==> config.mk <==
export PLATFORM = sky130hd
export DESIGN_NAME = load_store_unit
export DESIGN_NICKNAME = d
export VERILOG_FILES = /design/src/rtl/load_store_unit_pkg.sv /design/src/rtl/load_store_unit_lane_align.sv /design/src/rtl/load_store_unit.sv
export SDC_FILE = /design/constraint.sdc
export NUM_CORES = 1
export LEC_CHECK = 0
export ABC_AREA = 1
export ABC_CLOCK_PERIOD_IN_PS = 1800
export CAP_MARGIN = 20
export CORE_ASPECT_RATIO = 1.1
export CORE_MARGIN = 2
export CORE_UTILIZATION = 23
export DETAILED_ROUTE_END_ITERATION = 8
export GPL_TIMING_DRIVEN = 1
export SETUP_SLACK_MARGIN = 0.5
export SLEW_MARGIN = 20
export SYNTH_ARGS = -nofsm -noshare
export SYNTH_HDL_FRONTEND = slang
export SYNTH_SLANG_ARGS = --single-unit
==> constraint.sdc <==
create_clock -name clk -period 1.8 [get_ports clk]
set_input_delay 0.36 -clock clk [delete_from_list [all_inputs] [get_ports clk]]
set_output_delay 0.36 -clock clk [all_outputs]
set_load 0.02 [all_outputs]
==> src/rtl/load_store_unit_pkg.sv <==
// Shared types and funct3 encodings for the load/store unit and its lane aligner.
package load_store_unit_pkg;

   typedef enum logic [1:0] {
      IDLE  = 2'd0,
      REQ   = 2'd1,
      DONE  = 2'd2,
      FAULT = 2'd3
   } ls_state_t;

   localparam logic [2:0] LS_F3__B  = 3'b000;
   localparam logic [2:0] LS_F3__H  = 3'b001;
   localparam logic [2:0] LS_F3__W  = 3'b010;
   localparam logic [2:0] LS_F3__BU = 3'b100;
   localparam logic [2:0] LS_F3__HU = 3'b101;

endpackage

==> src/rtl/load_store_unit_lane_align.sv <==
// Combinational byte-lane logic: store replication/strobes, load extraction,
// and misalignment / illegal-funct3 detection.
module ls_lane_align
   import load_store_unit_pkg::*;
(
   input  logic [2:0]  funct3_i,
   input  logic        write_i,
   input  logic [1:0]  addr_lo_i,
   input  logic [31:0] store_data_i,
   input  logic [31:0] rdata_i,
   output logic [31:0] wdata_o,
   output logic [3:0]  wstrb_o,
   output logic [31:0] load_word_o,
   output logic        fault_o
);

   logic [31:0] rsh;
   logic [15:0] rhalf;

   assign rsh   = rdata_i >> {addr_lo_i, 3'b000};
   assign rhalf = addr_lo_i[1] ? rdata_i[31:16] : rdata_i[15:0];

   always_comb begin
      wdata_o     = 32'd0;
      wstrb_o     = 4'd0;
      load_word_o = 32'd0;
      fault_o     = 1'b0;
      case (funct3_i)
         LS_F3__B: begin
            wdata_o     = {4{store_data_i[7:0]}};
            wstrb_o     = 4'b0001 << addr_lo_i;
            load_word_o = {{24{rsh[7]}}, rsh[7:0]};
         end
         LS_F3__H: begin
            fault_o     = addr_lo_i[0];
            wdata_o     = {2{store_data_i[15:0]}};
            wstrb_o     = addr_lo_i[1] ? 4'b1100 : 4'b0011;
            load_word_o = {{16{rhalf[15]}}, rhalf};
         end
         LS_F3__W: begin
            fault_o     = |addr_lo_i;
            wdata_o     = store_data_i;
            wstrb_o     = 4'b1111;
            load_word_o = rdata_i;
         end
         // Unsigned variants exist only for loads.
         LS_F3__BU: begin
            fault_o     = write_i;
            load_word_o = {24'd0, rsh[7:0]};
         end
         LS_F3__HU: begin
            fault_o     = write_i | addr_lo_i[0];
            load_word_o = {16'd0, rhalf};
         end
         default: fault_o = 1'b1;
      endcase
      if (!write_i) begin
         wdata_o = 32'd0;
         wstrb_o = 4'd0;
      end
   end

endmodule

==> src/rtl/load_store_unit.sv <==
// Multicycle load/store engine: latches a request on start, runs one
// req/ready memory transaction, and registers the extended load result.
module load_store_unit
   import load_store_unit_pkg::*;
#(
   parameter int ADDR_WIDTH = 32,
   parameter int DATA_WIDTH = 32
) (
   input  logic                  clk,
   input  logic                  reset,
   input  logic                  cfsm__ls_start,
   input  logic                  cfsm__ls_write,
   input  logic [2:0]            funct3,
   input  logic [ADDR_WIDTH-1:0] addr,
   input  logic [DATA_WIDTH-1:0] store_data,
   output logic                  ls_busy,
   output logic                  ls_done,
   output logic                  ls_fault,
   output logic [DATA_WIDTH-1:0] load_data,
   output logic                  mem__req,
   output logic                  mem__we,
   output logic [ADDR_WIDTH-1:0] mem__addr,
   output logic [DATA_WIDTH-1:0] mem__wdata,
   output logic [3:0]            mem__wstrb,
   input  logic [DATA_WIDTH-1:0] mem__rdata,
   input  logic                  mem__ready,
   output ls_state_t             dbg_state_o
);

   ls_state_t             state_q, state_d;
   logic [ADDR_WIDTH-1:0] addr_q;
   logic [2:0]            f3_q;
   logic                  we_q;
   logic [DATA_WIDTH-1:0] sd_q;
   logic [DATA_WIDTH-1:0] load_data_q;

   logic        idle;
   logic        in_req;
   logic [2:0]  f3_s;
   logic        we_s;
   logic [1:0]  addr_lo_s;
   logic [31:0] sd_s;
   logic [31:0] lane_wdata;
   logic [3:0]  lane_wstrb;
   logic [31:0] lane_load;
   logic        lane_fault;

   assign idle   = (state_q == IDLE);
   assign in_req = (state_q == REQ);

   // In IDLE the aligner checks the live request for the fault decision;
   // afterwards it works on the latched copy so request outputs stay stable.
   assign f3_s      = idle ? funct3         : f3_q;
   assign we_s      = idle ? cfsm__ls_write : we_q;
   assign addr_lo_s = idle ? addr[1:0]      : addr_q[1:0];
   assign sd_s      = idle ? store_data     : sd_q;

   ls_lane_align u_lane_align (
      .funct3_i     (f3_s),
      .write_i      (we_s),
      .addr_lo_i    (addr_lo_s),
      .store_data_i (sd_s),
      .rdata_i      (mem__rdata),
      .wdata_o      (lane_wdata),
      .wstrb_o      (lane_wstrb),
      .load_word_o  (lane_load),
      .fault_o      (lane_fault)
   );

   always_ff @(posedge clk) begin
      if (reset) begin
         state_q     <= IDLE;
         addr_q      <= '0;
         f3_q        <= 3'd0;
         we_q        <= 1'b0;
         sd_q        <= '0;
         load_data_q <= '0;
      end else begin
         state_q <= state_d;
         if (idle && cfsm__ls_start) begin
            addr_q <= addr;
            f3_q   <= funct3;
            we_q   <= cfsm__ls_write;
            sd_q   <= store_data;
         end
         if (in_req && mem__ready && !we_q) begin
            load_data_q <= lane_load;
         end
      end
   end

   always_comb begin
      state_d = state_q;
      case (state_q)
         IDLE:    if (cfsm__ls_start) state_d = lane_fault ? FAULT : REQ;
         REQ:     if (mem__ready) state_d = DONE;
         DONE:    state_d = IDLE;
         FAULT:   state_d = IDLE;
         default: state_d = IDLE;
      endcase
   end

   assign ls_busy     = !idle;
   assign ls_done     = (state_q == DONE);
   assign ls_fault    = (state_q == FAULT);
   assign load_data   = load_data_q;
   assign mem__req    = in_req;
   assign mem__we     = in_req & we_q;
   assign mem__addr   = in_req ? {addr_q[ADDR_WIDTH-1:2], 2'b00} : '0;
   assign mem__wdata  = in_req ? lane_wdata : '0;
   assign mem__wstrb  = in_req ? lane_wstrb : 4'd0;
   assign dbg_state_o = state_q;

endmodule

Yosys cells after proc, flatten, opt, wreduce, memory -nomap -nowiden
Index checks and enable logic that the tools add are counted.
{"block": "word_totals", "reg_bits": 102, "latch_bits": 0, "ram_bits": 0, "mem_bits_ro": 0, "in_bits": 104, "mem_count": 0}
{"block": "op_classes", "addsub": 0, "mul": 0, "div_mod_pow": 0, "n_lt_le_gt_ge": 0, "eq_ne": 9, "shift": 2, "mux": 19, "bitwise_logic": 2, "n_reduce_logical": 10}
{"operator": "$pmux W32 S5", "n": 1}
{"operator": "$mux W32", "n": 4}
{"operator": "$pmux W32 S3", "n": 1}
{"operator": "$shr A32 B5 Y8", "n": 1}
{"operator": "$mux W16", "n": 1}
{"operator": "$mux W4", "n": 3}
{"operator": "$pmux W4 S3", "n": 1}
{"operator": "$mux W2", "n": 4}
{"operator": "$eq A3 B3 Y1 const B", "n": 2}
{"operator": "$pmux W2 S3", "n": 1}
{"operator": "$pmux W1 S5", "n": 1}
{"operator": "$eq A2 B2 Y1 const B", "n": 2}
{"operator": "$ne A2 B2 Y1 const B", "n": 2}
{"operator": "$reduce_or A2 Y1", "n": 2}
{"operator": "$shl A1 B2 Y4 const A", "n": 1}
{"operator": "$eq A3 B1 Y1 const B", "n": 1}
{"operator": "$eq A3 B2 Y1 const B", "n": 1}
{"operator": "$logic_and A1 B1 Y1", "n": 3}
{"operator": "$logic_not A3 Y1", "n": 1}
{"operator": "$mux W3", "n": 1}
{"operator": "$eq A2 B1 Y1 const B", "n": 1}
{"operator": "$logic_not A1 Y1", "n": 2}
{"operator": "$logic_not A2 Y1", "n": 1}
{"operator": "$reduce_and A2 Y1", "n": 1}
{"operator": "3 further kinds", "n": 3}

Logic depth before layout (Yosys ltp)
{"block": "logic_depth", "word_depth": 7, "mapped_depth": 13, "depth_no_buf": 12}

Hierarchy
Synthesis repeated with hierarchy kept, for this count alone.
{"block": "unflattened", "hier_cells": 1247, "area_unflattened_um2": 6827.8}
{"module": "load_store_unit", "n_inst": 1, "cells_each": 865, "area_each_um2": 5215.0, "seq_area_each_um2": 2042.0}
{"module": "ls_lane_align", "n_inst": 1, "cells_each": 382, "area_each_um2": 1612.8, "seq_area_each_um2": 0.0}

Worst setup path after synthesis
Ideal clock, no wire load.
{"block": "synth_path", "path_type": "flip-flop to output port", "from": "reg state_q[0], in the netlist dbg_state_o[0]", "to": "out mem__wstrb[1]", "arrival_ns": 2.142, "t_required_ns": 1.440, "slack_ns": -0.702, "stages_incl_launch_ff": 9, "n_path_buf": 2, "path_cell_list": "dfxtp_1 inv_2 nor2_2 inv_1 nor2_1 o21ai_1 buf_4 buf_4 nor2_1"}
{"element": "from (decl)", "line": "load_store_unit.sv:30", "source": "ls_state_t state_q, state_d;"}
{"element": "from (signal assigned)", "line": "load_store_unit.sv:79", "source": "state_q <= state_d;"}
{"element": "$eq A2 B1 Y1", "line": "load_store_unit.sv:49", "source": "assign in_req = (state_q == REQ);"}
{"element": "net mem__req", "line": "load_store_unit.sv:20", "source": "output logic mem__req,"}
{"element": "$mux W4", "line": "load_store_unit.sv:111", "source": "assign mem__wstrb = in_req ? lane_wstrb : 4'd0;"}
{"element": "to (decl)", "line": "load_store_unit.sv:24", "source": "output logic [3:0] mem__wstrb,"}
The timed path passes the listed nets, and every way through them passes these cells.

Final worst setup path
{"block": "layout_path", "from": "reg state_q[0], in the netlist dbg_state_o[0]", "to": "out mem__wstrb[3]"}
{"block": "layout_via", "elab_chain_cells": 6}
{"element": "$logic_not A2 Y1", "line": "load_store_unit.sv:48", "source": "assign idle = (state_q == IDLE);"}
{"element": "$mux W3 / $mux W2 (equally long branches)", "line": "load_store_unit.sv:53, load_store_unit.sv:55"}
{"element": "$eq A3 B2 Y1 (tied with other cells)", "line": "load_store_unit_lane_align.sv:28", "source": "case (funct3_i)"}
{"element": "$pmux W4 S3", "line": "load_store_unit_lane_align.sv:28"}
{"element": "$mux W4", "line": "load_store_unit_lane_align.sv:57", "source": "if (!write_i) begin"}
{"element": "$mux W4 *", "line": "load_store_unit.sv:111"}
Mark *: on every way between the ends. The rest lies on a longest branch, timed or not.

==> results.md <==
- Status: finished with violations
- Violations in the final reports: setup timing
- Share of the synthesized area in the top cell type: 0.362
- Met1 GRT Util: 0.243
- Leading area contributor after synthesis: sky130_fd_sc_hd__dfxtp_1
- Violation count after the first detailed-routing iteration: 484
- Number of synthesized flops with an enable pin: 0
- Sequential element share of the synthesized area: 0.362
- Cells after synthesis: 921
- Cell at the root of the clock tree: sky130_fd_sc_hd__clkbuf_16
- Setup WS post-layout: -0.637 ns
- Kind of critical path: register to output pin
- Initial antenna violation count: 2
- Maximum fanout count along the critical path: 5
- Setup-failing EPs final: 170
- Clock tree from TritonCTS: yes
- Syn-to-layout area delta: 113%
- Upper clock frequency limit: 0.410 GHz
- Most repeated library cell on the critical path: sky130_fd_sc_hd__buf_6
- Sw Pwr: 3.67 mW
- Area of the core region: 24300 µm²
- Post-Route Skew: 0.00642 ns
- Hold Vio Cnt, Final: 0
- Remaining number of nets flagged by the antenna check after routing: 0
- Overall track demand over capacity in global routing: 0.192
- Placer congestion estimate: 0.884
- CP max-delay cell: sky130_fd_sc_hd__dfxtp_4
- DRC violations left: 0
- Max Root-Sink Buffers: 2
- Number of iterations in the first detailed-routing pass: 5
- Layout cell share with drive strength beyond 1: 0.476
- Crit path DAT: 2.08 ns
- GRT busiest layer: met2
- Critical Path Sink Type: output pin
- Initial core utilization: 0.232
- Avg WL per Cell: between 15 and 20 µm
- I/O pin total: 211
- CTS Buf Count: 9
- Max-slew violation total from the final report: 0
- Global-route wire length before repair: 39300 µm
- Core Rows: 60
- DR vias/cell: ~4.7
- Startpoint kind of the worst setup timing path: register
- Sum of internal, switching and leakage power: between 9 and 10 mW
- Critical path cell sequence: nor2_4 > nand2_2 > o21ai_4 > nand2_2 > nor2_4 > buf_6 > buf_6 > a31oi_4 > nor2_2 > buf_6
- Post-route minimum period: 2.44 ns
- Post-detail-place hpwl: 16300 µm
- Final net count: 1376
- Share of total power consumed by net switching: 0.384
- # port buffers: 208
- CP required: 1.44 ns
- Maximum number of pins on one net before global-route repair: 31
- Worst-Skew Late Latency: 0.36 ns
- Path category of the worst min-delay check: register to register
- Area enclosed by the die boundary: 25800 µm²
- Worst path buffer plus inverter count: 3
- Post-layout utilization of the core: 0.495
- Main area contributors after synthesis: sky130_fd_sc_hd__dfxtp_1, sky130_fd_sc_hd__nand2_1, sky130_fd_sc_hd__nor2_1
- TritonCTS sink count: 102
- Max-slew headroom at the worst pin: 0.626
- Flop pwr share: 0.272
- Setup repair after global routing missed its margin: true
- Met2 track demand over resource in global routing: 0.316
- Combinational share of power: 0.505
- Hold buffer count at cts: 0
- DIE WIDTH: around 150 µm
- Most instantiated flip-flop cell in the synthesis netlist: sky130_fd_sc_hd__dfxtp_1
- Count of cell types in the netlist: 34
- Internal power of the cells: 5.88 mW
- Met3 Usage GRT: 0.0373
- Most repeated cell in the gate-level netlist after synthesis: sky130_fd_sc_hd__nand2_1
- Avg Inst Size Synth: 6.13 µm²
- Worst IR Drop VDD: around 480 µV
- Leakage dissipation: 5.33 nW
- Worst path max stage delay: ~0.38 ns
- Synthesized area: 5650 µm²
- Clock share of power: 0.223
- Flip-flop and latch count after synthesis: ~100
- DIE HEIGHT: 168 µm
- Drt total wl: 26900 µm
- H-Tree Depth: 3
- Grt ovf: 0
- P per Cell Area: about 790 nW/µm²
- Slew of the pin with the lowest slew margin: 0.561 ns
- Most common library cells after synthesis: sky130_fd_sc_hd__nand2_1, sky130_fd_sc_hd__nor2_1, sky130_fd_sc_hd__a21oi_1
- Final Cycle Share: 1.35
- Ys Warns: 0
- Max-capacitance violation count: 0
- Proportion of register bits with asynchronous set or reset after synthesis: 0
- Number of global-route vias before repair: approximately 7000
- Clock-pin slew of the registers on the worst-case setup and hold paths: 0.08 ns
- Detailed-route via count: 7421
- Worst path top cell family by delay: simple AND/OR/NAND/NOR gates
placed cells by master (no fill, tap or decap), drive strengths merged:
| cell type | synthesis | final |
|---|---|---|
| conb | 1 | 2 |
| dfxtp | 102 | 102 |
| a31oi | 3 | 3 |
| clkdlybuf4s50 | 0 | 102 |
| clkbuf | 31 | 19 |
| clkinv | 2 | 2 |
| o211ai | 5 | 5 |
| a22oi | 2 | 2 |
| o2111ai | 1 | 1 |
| nand4 | 5 | 5 |
| nand2 | 240 | 240 |
| diode | 0 | 2 |
| nand3b | 5 | 5 |
| o21ai | 84 | 84 |
| nor3 | 2 | 2 |
| a21oi | 113 | 113 |
| inv | 103 | 104 |
| nor2 | 169 | 170 |
| a211oi | 9 | 9 |
| clkinvlp | 0 | 2 |
| nand3 | 14 | 14 |
| or2 | 5 | 5 |
| buf | 25 | 284 |
| bufinv | 0 | 1 |
sequential cells by signal, summed over array words and instances (netlist names):
signal and cells:
load_data 32, sd_q 32, addr_q 32, we_q 1, f3_q 3, dbg_state_o 2
worst reg2reg max path: stages (launching register included):
cell and delay, ns:
sky130_fd_sc_hd__dfxtp_4 0.40, sky130_fd_sc_hd__buf_6 0.13, sky130_fd_sc_hd__inv_6 0.04, sky130_fd_sc_hd__buf_6 0.11, sky130_fd_sc_hd__nor2_4 0.12, sky130_fd_sc_hd__inv_4 0.06
sky130_fd_sc_hd__buf_8 0.14, sky130_fd_sc_hd__buf_16 0.13, sky130_fd_sc_hd__buf_12 0.12, sky130_fd_sc_hd__buf_6 0.12, sky130_fd_sc_hd__nor3_4 0.16, sky130_fd_sc_hd__buf_6 0.18
sky130_fd_sc_hd__buf_12 0.12, sky130_fd_sc_hd__buf_12 0.09, sky130_fd_sc_hd__buf_16 0.13, sky130_fd_sc_hd__nand2_4 0.05, sky130_fd_sc_hd__a21oi_2 0.11
per-layer routing:
metal,wire length [µm],vias up
met3,1370,50
met4,932,0
met2,13300,234
li1,-,3617
met5,0,-
met1,11300,3520
final timing paths:
path	from	end	slack, ns	cells after the start
hold / removal	sd_q[31]$_SDFFE_PP0P_	sd_q[31]$_SDFFE_PP0P_	0.47	2
hold reg to reg	sd_q[31]$_SDFFE_PP0P_	sd_q[31]$_SDFFE_PP0P_	0.47	2
setup reg to reg	dbg_state_o[0]$_SDFFE_PP0P_	load_data[15]$_SDFFE_PP0P_	-0.47	16
setup / recovery	dbg_state_o[0]$_SDFFE_PP0P_	mem__wstrb[3]	-0.64	10
area by class of cell:
| cell class | instances | area [µm²] |
|---|---|---|
| flip-flops and latches | 102 | 2050 |
| diodes | 2 | 5.00 |
| repair buffers | 394 | 4430 |
| clock buffers | 11 | 254 |
| well taps | 310 | 388 |
| multi-input cells | 660 | 4430 |
| inverters | 105 | 437 |
| clock inverters | 4 | 53.8 |
| fillers | 2247 | 12300 |
kinds of logic (layout without fill, tap and decap cells):
| kind of cell | count (synthesis) | in the layout | synth area share |
|---|---|---|---|
| compound gates | 217 | 217 | 0.203 |
| other cells | 1 | 4 | 0.000664 |
| simple gates | 440 | 441 | 0.316 |
| flops | 102 | 102 | 0.362 |
| buf+inv | 161 | 514 | 0.118 |
through the flow:
step	instances	worst slack (ns)	instance area [µm²]	setup TNS, ns	hold WS, ns
2_1_floorplan	922	-0.178	6300	-5.29	0.434
3_3_place_gp	1475	-0.959	9150	-65.26	0.446
3_5_place_dp	1475	-0.996	9150	-67.62	0.450
4_1_cts	1560	-0.650	11000	-47.35	0.465
5_1_grt	1588	-0.739	12100	-83.90	0.482
6_report	1588	-0.637	12100	-71.21	0.466
power groups by stage:
stage | clock (mW) | sequential [mW] | combinational [mW]
finish | 2.13 | 2.59 | 4.83
global route | 2.28 | 2.62 | 5.15
CTS | 2.22 | 2.58 | 4.13
detailed placement | 0 | 2.61 | 3.16
global placement | 0 | 2.61 | 3.14
floorplan | 0 | 2.65 | 1.89
repair_timing:
item | CTS | global route
setup endpoints to repair | 207 | 180
buffers inserted | 54 | 17
cloned | 16 | 9
pin swaps | 61 | 58
hold endpoints to repair | 0 | 0
gates resized for setup | 765 | 197
No activity file was read; power rests on OpenSTA's default activity.
==> RTL change (same settings) <==
`ADDR_WIDTH`: 32 -> 64.
--- a/src/rtl/load_store_unit.sv
+++ b/src/rtl/load_store_unit.sv
@@ -3,7 +3,7 @@
 module load_store_unit
    import load_store_unit_pkg::*;
 #(
-   parameter int ADDR_WIDTH = 32,
+   parameter int ADDR_WIDTH = 64,
    parameter int DATA_WIDTH = 32
 ) (
    input  logic                  clk,
Ports: changed (resized addr and mem__addr); port bits go from 211 to 275. No check against the original RTL was run, so the function may have changed too.
==> RTL change against the unedited design <==
  * The run still ends with negative setup slack left
  * Critical path depth increased by 1
  * Clock power increased by 64%
  * Core utilization decreased by 5.1 points
  * Wire length increased by 12%
  * Cell area increased by 12%
  * Setup slack got worse by 0.019 ns
  * Total power increased by 25%
  * Sequential cell count increased by 32
  * Sequential power increased by 31%
  * Synthesized area increased by 25%
  * Die area increased by 24%
==> RTL change: results (changes against the unedited design) <==
- Compound-Gate Fraction of Synth Area: 21.2% (+0.87 points)
- Clock Power Share: 29.3% (+7.0 points)
- R2R Path Start: dbg_state_o[0]
- Gr usage total: 17.4% (-1.8 points)
- Vias/cell: 4.45 (-4.7%)
- Hold_sp: sd_q[22]
- Pre-antenna DRT Iters: 5 (unchanged)
- Final setup viols: 132 (-22%)
- Setup slack, reg-to-reg: -0.26 ns (+0.21 ns)
- FFs & Latches: 134 (+31%)
- M3 GR Usage: 3.72% (-0.0082 points)
- Met3 routed WL: 1.53 mm (+11%)
- Worst-path fanout max: 13 (+8)
- Multi-input gate share of total cell area: 34.6% (-2.2 points)
- Met2 Usage GRT: 29.6% (-2.0 points)
- Setup crit end: mem__wdata[13]
- Logic pwr share: 42.2% (-8.3 points)
- Final setup margin: -0.656 ns (-0.0194 ns)
- Worst-Skew Late Latency: 0.43 ns (+0.07 ns)
- Fraction of layout cells with a size suffix above 1: 38.1% (-9.4 points)
- Peak supply drop: 0.644 mV (+33%)
- Slew at the pin closest to its max-slew limit: 0.667 ns (+0.106 ns)
- Yosys cell types: 32 (-5.9%)
- Critical path's slowest cell: dfxtp_4
- DRT iter0 DRCs: 369 (-24%)
- Seq area share: 20.2% (+3.2 points)
- Antenna violations before repair: 3 (+1)
- # port buffers: 272 (+31%)
- Setup_tns: -40.78 ns (+30.42 ns)
- Vias in the first global route: 8177 (+17%)
- Place WS: -1.01 ns (-0.0174 ns)
- Largest net degree at the start of global routing: 87 (+180%)
- Arrival time of the worst setup path: 2.10 ns (+0.02 ns)
- Signal buf overhead: 32.9% (-3.8 points)
- Clock slew at reported path FFs: 0.06 ns (-0.02 ns)
- GPL Wtd Cong: 0.861 (-2.7%)
- Fill cell count: 3028 (+35%)
- Ranking of synthesized cells by area: dfxtp_1, nand2_1, nor2_1
- Signal inverters: 140 (+33%)
- Main power group: combinational cells
- Leakage power: 5.64 nW (+5.8%)
- Number of H-tree levels: 4 (+1)
- First-pass GRT wire length: 43.6 mm (+11%)
- R2r endpoint: load_data[13]
- # nets final: 1597 (+16%)
- Worst hold endpoint: sd_q[22]
- Run status: finished, violations left
- Count of non-CTS buffers in the layout: 412 (+4.6%)
- Worst path top cell family by delay: buffers and inverters
- Most instantiated cells after synthesis: nand2_1, nor2_1, inv_1
- Metal-1 WL: 12.8 mm (+13%)
- Multi-input gates: 756 (+15%)
- Violations in the final reports: negative setup slack
- DP Wirelength: 20.1 mm (+24%)
- Switching Power: 4.41 mW (+20%)
- Cts bufs inserted: 17 (+8)
- Synth async-reset ratio: 0% (unchanged)
- Worst Skew: 0.0197 ns (+0.0132 ns)
- Sequential area share after synthesis: 38.1% (+2.0 points)
==> RTL change: repair_timing <==
item	in CTS	in global routing
cloned	3	11
setup buffers	21	16
resized for setup	658	317
setup endpoints to repair	271	271
pin swaps	13	31
hold buffers	0	0
==> RTL change: kinds of logic after synthesis <==
logic type | count (synthesis)
buffers and inverters | 212
AND/OR/NAND/NOR | 471
other | 1
flip-flops | 134
AO/OA/AOI/OAI | 280
==> RTL change: metrics by stage <==
step | instances | hold WS [ns] | util, % | cell area [sq um]
2_1_floorplan | 1099 | 0.434 | - | 7920
3_3_place_gp | 1805 | 0.449 | 37.8 | 11400
3_5_place_dp | 1805 | 0.454 | 37.8 | 11400
4_1_cts | 1861 | 0.465 | 40.9 | 12400
5_1_grt | 1890 | 0.485 | 44.4 | 13400
6_report | 1890 | 0.462 | 44.4 | 13400
